$ cat src/rtl/div_pkg.sv
// Shared types and helpers for the divider scheduler.
// Latency: n/a (types and constants only).
// Backpressure: n/a.
package div_pkg;

    typedef enum logic [1:0] {
        IDLE = 2'd0,
        LOAD = 2'd1,
        RUN  = 2'd2,
        DONE = 2'd3
    } div_state_t;

    // Operand/result width of the divider core.
    localparam int W = 4;

    // Core latency: four quotient bits, each taking scan_div cycles, plus
    // two cycles of core-internal setup/settle.
    function automatic int lat(input int scan_div);
        return 4 * scan_div + 2;
    endfunction

endpackage

$ cat src/rtl/rr_arbiter2.sv
// Two-way round-robin arbiter: picks the requester that was not granted last on a tie.
// Latency: purely combinational, zero cycles.
// Backpressure: none; the caller decides when to consume the grant.
//
// Ports:
//   req        in  2  level requests
//   last_grant in  1  index granted most recently
//   grant_vld  out 1  at least one request present
//   grant_idx  out 1  winning requester index
module rr_arbiter2 (
    input  logic [1:0] req,
    input  logic       last_grant,
    output logic       grant_vld,
    output logic       grant_idx
);

    always_comb begin
        grant_vld = |req;
        grant_idx = 1'b0;
        case (req)
            2'b01:   grant_idx = 1'b0;
            2'b10:   grant_idx = 1'b1;
            2'b11:   grant_idx = ~last_grant;
            default: grant_idx = 1'b0;
        endcase
    end

endmodule

$ cat src/rtl/div_arbiter.sv
// Schedules two requesters onto one restoring-divider core; traps divide-by-zero locally.
// Latency: ack 1+LOAD_CYC+LAT cycles after the granting edge (1 cycle for divide-by-zero).
// Backpressure: requests are level-held; a requester waits with req high until its ack.
//
// Ports:
//   clk, rst                      clock, async active-high reset
//   req[1:0]                      per-requester request, held until ack
//   dividendo0/1, divisor0/1      requester operands, stable while req high
//   ack[1:0]                      one-hot, one-cycle result pulse
//   cociente, resto, err_div0     result (held until next ack), div-by-zero flag with ack
//   busy                          not idle
//   core_rst_n, core_dividendo,   core interface: active-low load, registered operands
//   core_divisor
//   core_cociente, core_resto     core results
module div_arbiter #(
    parameter int SCAN_DIV = 4,
    parameter int W        = div_pkg::W,
    parameter int LOAD_CYC = 2
) (
    input  logic         clk,
    input  logic         rst,
    input  logic [1:0]   req,
    input  logic [W-1:0] dividendo0,
    input  logic [W-1:0] divisor0,
    input  logic [W-1:0] dividendo1,
    input  logic [W-1:0] divisor1,
    output logic [1:0]   ack,
    output logic [W-1:0] cociente,
    output logic [W-1:0] resto,
    output logic         err_div0,
    output logic         busy,
    output logic         core_rst_n,
    output logic [W-1:0] core_dividendo,
    output logic [W-1:0] core_divisor,
    input  logic [W-1:0] core_cociente,
    input  logic [W-1:0] core_resto
);

    import div_pkg::*;

    localparam int LAT   = lat(SCAN_DIV);
    localparam int CNT_W = $clog2(LAT + 1);
    localparam logic [CNT_W-1:0] LAT_M1  = CNT_W'(LAT - 1);
    localparam logic [CNT_W-1:0] LOAD_M1 = CNT_W'(LOAD_CYC - 1);
    localparam logic [CNT_W-1:0] CNT_ONE = CNT_W'(1);

    div_state_t     state_q, state_d;
    logic [CNT_W-1:0] cnt_q, cnt_d;
    logic           g_q, g_d;
    logic           last_grant_q, last_grant_d;
    logic           err_q, err_d;
    logic [W-1:0]   cociente_q, cociente_d;
    logic [W-1:0]   resto_q, resto_d;
    logic [W-1:0]   core_dividendo_q, core_dividendo_d;
    logic [W-1:0]   core_divisor_q, core_divisor_d;

    logic           grant_vld;
    logic           grant_idx;
    logic [W-1:0]   sel_dividendo;
    logic [W-1:0]   sel_divisor;

    rr_arbiter2 u_arb (
        .req        (req),
        .last_grant (last_grant_q),
        .grant_vld  (grant_vld),
        .grant_idx  (grant_idx)
    );

    assign sel_dividendo = grant_idx ? dividendo1 : dividendo0;
    assign sel_divisor   = grant_idx ? divisor1   : divisor0;

    always_comb begin
        state_d          = state_q;
        cnt_d            = cnt_q;
        g_d              = g_q;
        last_grant_d     = last_grant_q;
        err_d            = err_q;
        cociente_d       = cociente_q;
        resto_d          = resto_q;
        core_dividendo_d = core_dividendo_q;
        core_divisor_d   = core_divisor_q;

        case (state_q)
            IDLE: begin
                if (grant_vld) begin
                    g_d              = grant_idx;
                    last_grant_d     = grant_idx;
                    core_dividendo_d = sel_dividendo;
                    core_divisor_d   = sel_divisor;
                    if (sel_divisor == '0) begin
                        // Answer immediately; the core never leaves load.
                        err_d      = 1'b1;
                        cociente_d = '1;
                        resto_d    = sel_dividendo;
                        state_d    = DONE;
                    end else begin
                        err_d   = 1'b0;
                        cnt_d   = LOAD_M1;
                        state_d = LOAD;
                    end
                end
            end
            LOAD: begin
                if (cnt_q == '0) begin
                    cnt_d   = LAT_M1;
                    state_d = RUN;
                end else begin
                    cnt_d = cnt_q - CNT_ONE;
                end
            end
            RUN: begin
                if (cnt_q == '0) begin
                    cociente_d = core_cociente;
                    resto_d    = core_resto;
                    state_d    = DONE;
                end else begin
                    cnt_d = cnt_q - CNT_ONE;
                end
            end
            DONE: begin
                // Always spend one cycle in IDLE before the next grant.
                state_d = IDLE;
            end
            default: state_d = IDLE;
        endcase
    end

    always_ff @(posedge clk or posedge rst) begin
        if (rst) begin
            state_q          <= IDLE;
            cnt_q            <= '0;
            g_q              <= 1'b0;
            last_grant_q     <= 1'b1;
            err_q            <= 1'b0;
            cociente_q       <= '0;
            resto_q          <= '0;
            core_dividendo_q <= '0;
            core_divisor_q   <= '0;
        end else begin
            state_q          <= state_d;
            cnt_q            <= cnt_d;
            g_q              <= g_d;
            last_grant_q     <= last_grant_d;
            err_q            <= err_d;
            cociente_q       <= cociente_d;
            resto_q          <= resto_d;
            core_dividendo_q <= core_dividendo_d;
            core_divisor_q   <= core_divisor_d;
        end
    end

    assign ack            = (state_q == DONE) ? (g_q ? 2'b10 : 2'b01) : 2'b00;
    assign err_div0       = (state_q == DONE) && err_q;
    assign busy           = (state_q != IDLE);
    // The core only runs while in RUN; it is held in load everywhere else.
    assign core_rst_n     = (state_q == RUN);
    assign cociente       = cociente_q;
    assign resto          = resto_q;
    assign core_dividendo = core_dividendo_q;
    assign core_divisor   = core_divisor_q;

endmodule
$ cat config.mk
export PLATFORM = sky130hd
export DESIGN_NAME = div_arbiter
export DESIGN_NICKNAME = d
export VERILOG_FILES = /design/src/rtl/div_pkg.sv /design/src/rtl/rr_arbiter2.sv /design/src/rtl/div_arbiter.sv
export SDC_FILE = /design/constraint.sdc
export NUM_CORES = 1
export LEC_CHECK = 0
export CAP_MARGIN = 20
export CORE_MARGIN = 4
export CORE_UTILIZATION = 45
export DETAILED_ROUTE_END_ITERATION = 16
export PLACE_DENSITY = 0.85
export SKIP_CTS_REPAIR_TIMING = 1
export SLEW_MARGIN = 30
export SYNTH_ARGS = -nofsm -noshare
export SYNTH_HDL_FRONTEND = slang
export SYNTH_SLANG_ARGS = --single-unit
$ cat constraint.sdc
create_clock -name clk -period 2.6 [get_ports clk]
set_input_delay 0.52 -clock clk [delete_from_list [all_inputs] [get_ports clk]]
set_output_delay 0.52 -clock clk [all_outputs]
set_load 0.01 [all_outputs]
# Word level (Yosys, flattened, before mapping)
# Index checks and enable logic that the tools add are counted.
totals:
  regBits: 26
  in_bits: 28
  output_inout_bits: 21
  elab_cells: 58
op_classes:
  add_sub_neg: 1
  n_eq_ne: 11
  mux: 24
  bitwise: 1
  reduce_logical: 12
ops:
  columns: ["cell", "count"]
  rows:
  - ["$mux W4", 8]
  - ["$mux W5", 4]
  - ["$pmux W4 S2", 2]
  - ["$pmux W5 S3", 1]
  - ["$mux W2", 6]
  - ["$ne A2 B2 Y1 const B", 5]
  - ["$eq A2 B2 Y1 const B", 4]
  - ["$pmux W2 S4", 1]
  - ["$reduce_and A4 Y1", 2]
  - ["$logic_not A5 Y1", 1]
  - ["$sub A5 B1 Y5 const B", 1]
  - ["$logic_not A4 Y1", 1]
  - ["$reduce_bool A2 Y1", 2]
  - ["$reduce_and A3 Y1", 1]
  - ["$reduce_bool A3 Y1", 1]
  - ["$eq A2 B1 Y1 const B", 1]
  - ["$logic_not A2 Y1", 1]
  - ["$ne A2 B1 Y1 const B", 1]
  - ["$pmux W1 S2", 1]
  - ["$reduce_and A2 Y1", 1]
  - ["$reduce_or A2 Y1", 1]
  - ["$logic_and A1 B1 Y1", 1]
  - ["$mux W1", 1]
  - ["$not A1 Y1", 1]

# Logic depth before layout (Yosys ltp)
depth:
  depth_word: 7
  mapped_depth: 7

# Hierarchy
# A second synthesis with hierarchy kept.
unflattened:
  hier_cells: 154
  hier_area_um2: 1571.5
by_module_without_submodules:
  columns: ["module", "n_inst", "cells_per_inst", "area_each_um2", "seq_area_each_um2"]
  rows:
  - ["div_arbiter", 1, 152, 1557.7, 651.9]
  - ["rr_arbiter2", 1, 2, 13.8, 0.0]

# Least setup slack after synthesis
# No wires, ideal clock.
synth_timing:
  path_kind: "register -> register"
  startpoint: "reg cnt_q[0]"
  endpoint: "reg cociente_q[0], in the netlist cociente[0]"
  setup_time_ns: 0.125
  t_arrival_ns: 1.905
  setup_slack_ns: 0.571
  path_stages_with_launch: 7
  n_path_buf: 0
  synth_period_minus_slack_ns: 2.029
  cell_sequence: "dfrtp_1 > inv_1 > ha_1 > nor4b_2 > mux2i_1 > a211oi_4 > mux2_2"
synth_between:
  elab_chain_cells: 3
synth_rtl:
  columns: ["item", "line", "rtl"]
  rows:
  - ["start: declaration", "div_arbiter.sv:48", "logic [CNT_W-1:0] cnt_q, cnt_d;"]
  - ["start signal: assignment", "div_arbiter.sv:141", "cnt_q <= cnt_d;"]
  - ["$logic_not A5 Y1", "div_arbiter.sv:112", "if (cnt_q == '0) begin"]
  - ["$ne A2 B1 Y1 (no source line)", null, null]
  - ["$reduce_and A4 Y1 (no source line)", null, null]
  - ["end signal: assignment", "div_arbiter.sv:145", "cociente_q <= cociente_d;"]
  - ["end: declaration", "div_arbiter.sv:52", "logic [W-1:0] cociente_q, cociente_d;"]
# Every way passes these cells.
# A chain may end at the register's enable or synchronous reset.

# Final worst setup path
layout_timing:
  startpoint: "reg state_q[0]"
  endpoint: "out busy"
layout_between:
  elab_chain_cells: 1
layout_rtl:
  columns: ["item", "line", "rtl"]
  rows:
  - ["start: declaration", "div_arbiter.sv:47", "div_state_t state_q, state_d;"]
  - ["start signal: assignment", "div_arbiter.sv:140", "state_q <= state_d;"]
  - ["$reduce_bool A2 Y1", "div_arbiter.sv:154", "assign busy = (state_q != IDLE);"]
  - ["end: declaration", "div_arbiter.sv:31", "output logic busy,"]
# Every way passes these cells.

==> results.json <==
{
  "skew_ns": 0.00798,
  "drive_above_1_share_pct": 13.4,
  "ys.flop_type": "dfrtp_1",
  "grt_pass1_vias": 1293,
  "worstPathMaxFanout": 15,
  "r2r_end": "cnt_q[2]$_DFFE_PP0P_",
  "tightest_slew_ns": 0.555,
  "ys_async_sr_fraction_pct": 100,
  "synth_cell_types": 34,
  "avgRoutedWirePerCell_um": 14.8,
  "cp.required_ns": 2.08,
  "core_um2": 3080,
  "die_w_um": 64.8,
  "clkTransAtPathRegs_ns": 0.14,
  "maxCapViolations": 0,
  "total_power_mw": 2.28,
  "drtAntennaViolNets": 0,
  "syn_to_final_growth_pct": 42.2,
  "synthesis.nets": 175,
  "fin_setup_tns_ns": 0,
  "crit_path_end_kind": "primary output",
  "place_area_um2": 2010,
  "drc_errors": 0,
  "synth_edf_count": 0,
  "hold_class": "in -> async",
  "syn_inst": 141,
  "portBuffers": 48,
  "worstPathArrival_ns": 1.83,
  "fin_nets": 229,
  "min_period_over_period_pct": 90.5,
  "gp_congestion": 0.762,
  "rsz0062_at_grt": "no",
  "rrSetupSlack_ns": 0.42,
  "clk_path_buf_depth": 2,
  "ys_warn_count": 0,
  "ios": 49,
  "multi_input_area_um2": 757,
  "seq_area_um2": 652,
  "max_clock_freq_mhz": 425,
  "power_density_nw_per_um2": 1110,
  "ys_seq_area_share_pct": 44.9,
  "synth_seq_cells": 26,
  "dr_total_vias": 1266,
  "slew_violations": 0,
  "r2r-start": "cnt_q[0]$_DFFE_PP0P_",
  "relSlewSlack_pct": 62.8,
  "dp.final_hpwl_um": 2780,
  "reg2reg_depth": 7,
  "start_util_pct": 47.2,
  "die_area_um2": 4200,
  "antenna_found_initial": 0,
  "avgSynthCellArea_um2": 10.3,
  "numCtsBuffers": 3,
  "totalWireLength_um": 3520,
  "start_kind": "flop",
  "htreeDepth": 1,
  "overflow": 0,
  "ir_drop_v": 0.000658,
  "first_pass_iters": 4,
  "track_usage_pct": 17.4,
  "outcome": "finished, final reports clean",
  "grt_pass1_wl_um": 5880,
  "drt_iter0_markers": 92,
  "cts_root_buffer": "clkbuf_4",
  "antenna_cells": 0,
  "die_h_um": 64.8,
  "tritoncts": "yes",
  "fillCellCount": 241,
  "min_period_ns": 2.35,
  "setup_viol": 0,
  "netlist_area_um2": 1450,
  "grt_max_degree": 16,
  "viasPerCell": 5.32,
  "p_leak_nw": 0.876,
  "fp-row-count": 20,
  "finish.instance_area_um2": 2060,
  "insertion_delay_ns": 0.33,
  "critPathKind": "reg -> out",
  "cts.sinks": 26,
  "hold_viol": 0
}
-- stage by stage --
| step | setup slack, ns | hold slack (ns) | instances | utilization (%) |
|---|---|---|---|---|
| 4_1_cts | 0.0756 | 0.502 | 238 | 67.0 |
| 2_1_floorplan | 0.571 | 0.442 | 141 | - |
| 3_5_place_dp | 0.0266 | 0.470 | 234 | 65.3 |
| 3_3_place_gp | 0.126 | 0.462 | 234 | 65.3 |
| 6_report | 0.248 | 0.491 | 238 | 67.1 |
| 5_1_grt | 0.167 | 0.531 | 238 | 67.1 |
-- sequential cells by signal, summed over array words and instances, names as in the netlist, 2 cells and up --
name and cells:
resto 4, state_q 2, core_divisor 4, cnt_q 5, core_dividendo 4, cociente 4
-- critical path, cell delays in order, from the launching register on --
cell	delay, ns
dfrtp_1	0.44
inv_1	0.10
ha_2	0.38
inv_1	0.10
clkdlybuf4s50_1	0.49
-- cells by family (layout without fill, tap and decap cells) --
kind of cell             after synthesis  after routing  synth area share [%]
AO/OA/AOI/OAI                         37             37                  18.1
flip-flops                            26             26                  44.9
AND/OR/NAND/NOR                       41             41                  14.1
multiplexers                          20             20                  14.7
adder cells (fa/ha/maj)                6              6                  5.17
buffers and inverters                 11             64                  3.10
-- worst max path at each step --
stage          cells after the start                   start                 endpoint
2_1_floorplan                      6    cnt_q[0]$_DFFE_PP0P_  cociente[0]$_DFFE_PP0P_
3_3_place_gp                       5             divisor1[0]     resto[2]$_DFFE_PP0P_
3_5_place_dp                       5             divisor0[0]  cociente[0]$_DFFE_PP0P_
4_1_cts                            4  state_q[0]$_DFFE_PP0P_                     busy
5_1_grt                            4  state_q[0]$_DFFE_PP0P_                     busy
6_report                           4  state_q[0]$_DFFE_PP0P_                     busy
-- layout make-up --
type | instances | share of cell area, %
multi-input cells | 104 | 36.7
flip-flops and latches | 26 | 31.6
repair buffers | 54 | 25.5
well taps | 44 | 2.67
clock inverters | 1 | 1.45
clock buffers | 3 | 1.09
inverters | 6 | 1.09
-- cells in the mapped netlist (2+ instances only) --
master,count,area share [%]
a2111oi_0,2,1.2
a211o_1,2,1.2
a211oi_1,2,1.0
a21o_1,2,1.0
a31oi_1,2,0.86
and2_1,2,0.86
clkbuf_1,4,1.0
dfrtp_1,25,43
ha_1,6,5.2
inv_1,6,1.6
mux2_2,10,7.8
mux2i_1,10,6.9
nand2_1,19,4.9
nand2b_1,5,2.2
nor2_1,7,1.8
nor2b_1,2,0.86
nor3b_1,2,1.0
nor4_1,2,0.86
o21ai_0,15,5.2
o31ai_1,2,1.0
-- metal layers --
| metal | vias to the layer above | wire length (um) | track usage (%) | share of wire, % |
|---|---|---|---|---|
| li1 | 616 | - | - | - |
| met1 | 600 | 1490 | 21.0 | 42 |
| met2 | 47 | 1740 | 31.7 | 50 |
| met3 | 3 | 259 | 3.81 | 7.4 |
| met4 | 0 | 20 | 3.43 | 0.57 |
| met5 | - | 0 | 0 | 0 |
-- cell usage in the layout (no fill, tap or decap), types with 3 or more instances in the layout --
master           instances
buf_4                    6
clkbuf_4                 3
clkdlybuf4s50_1         48
dfrtp_1                 25
ha_1                     5
inv_1                    6
mux2_2                  10
mux2i_1                 10
nand2_1                 19
nand2b_1                 5
nor2_1                   7
o21ai_0                 15
-- power breakdown --
group / switching, mW / internal [mW]
clock: 0.123 / 0.156
combinational: 0.642 / 0.673
sequential: 0.110 / 0.577
total: 0.875 / 1.41
Power figures use the tool's default switching activity.
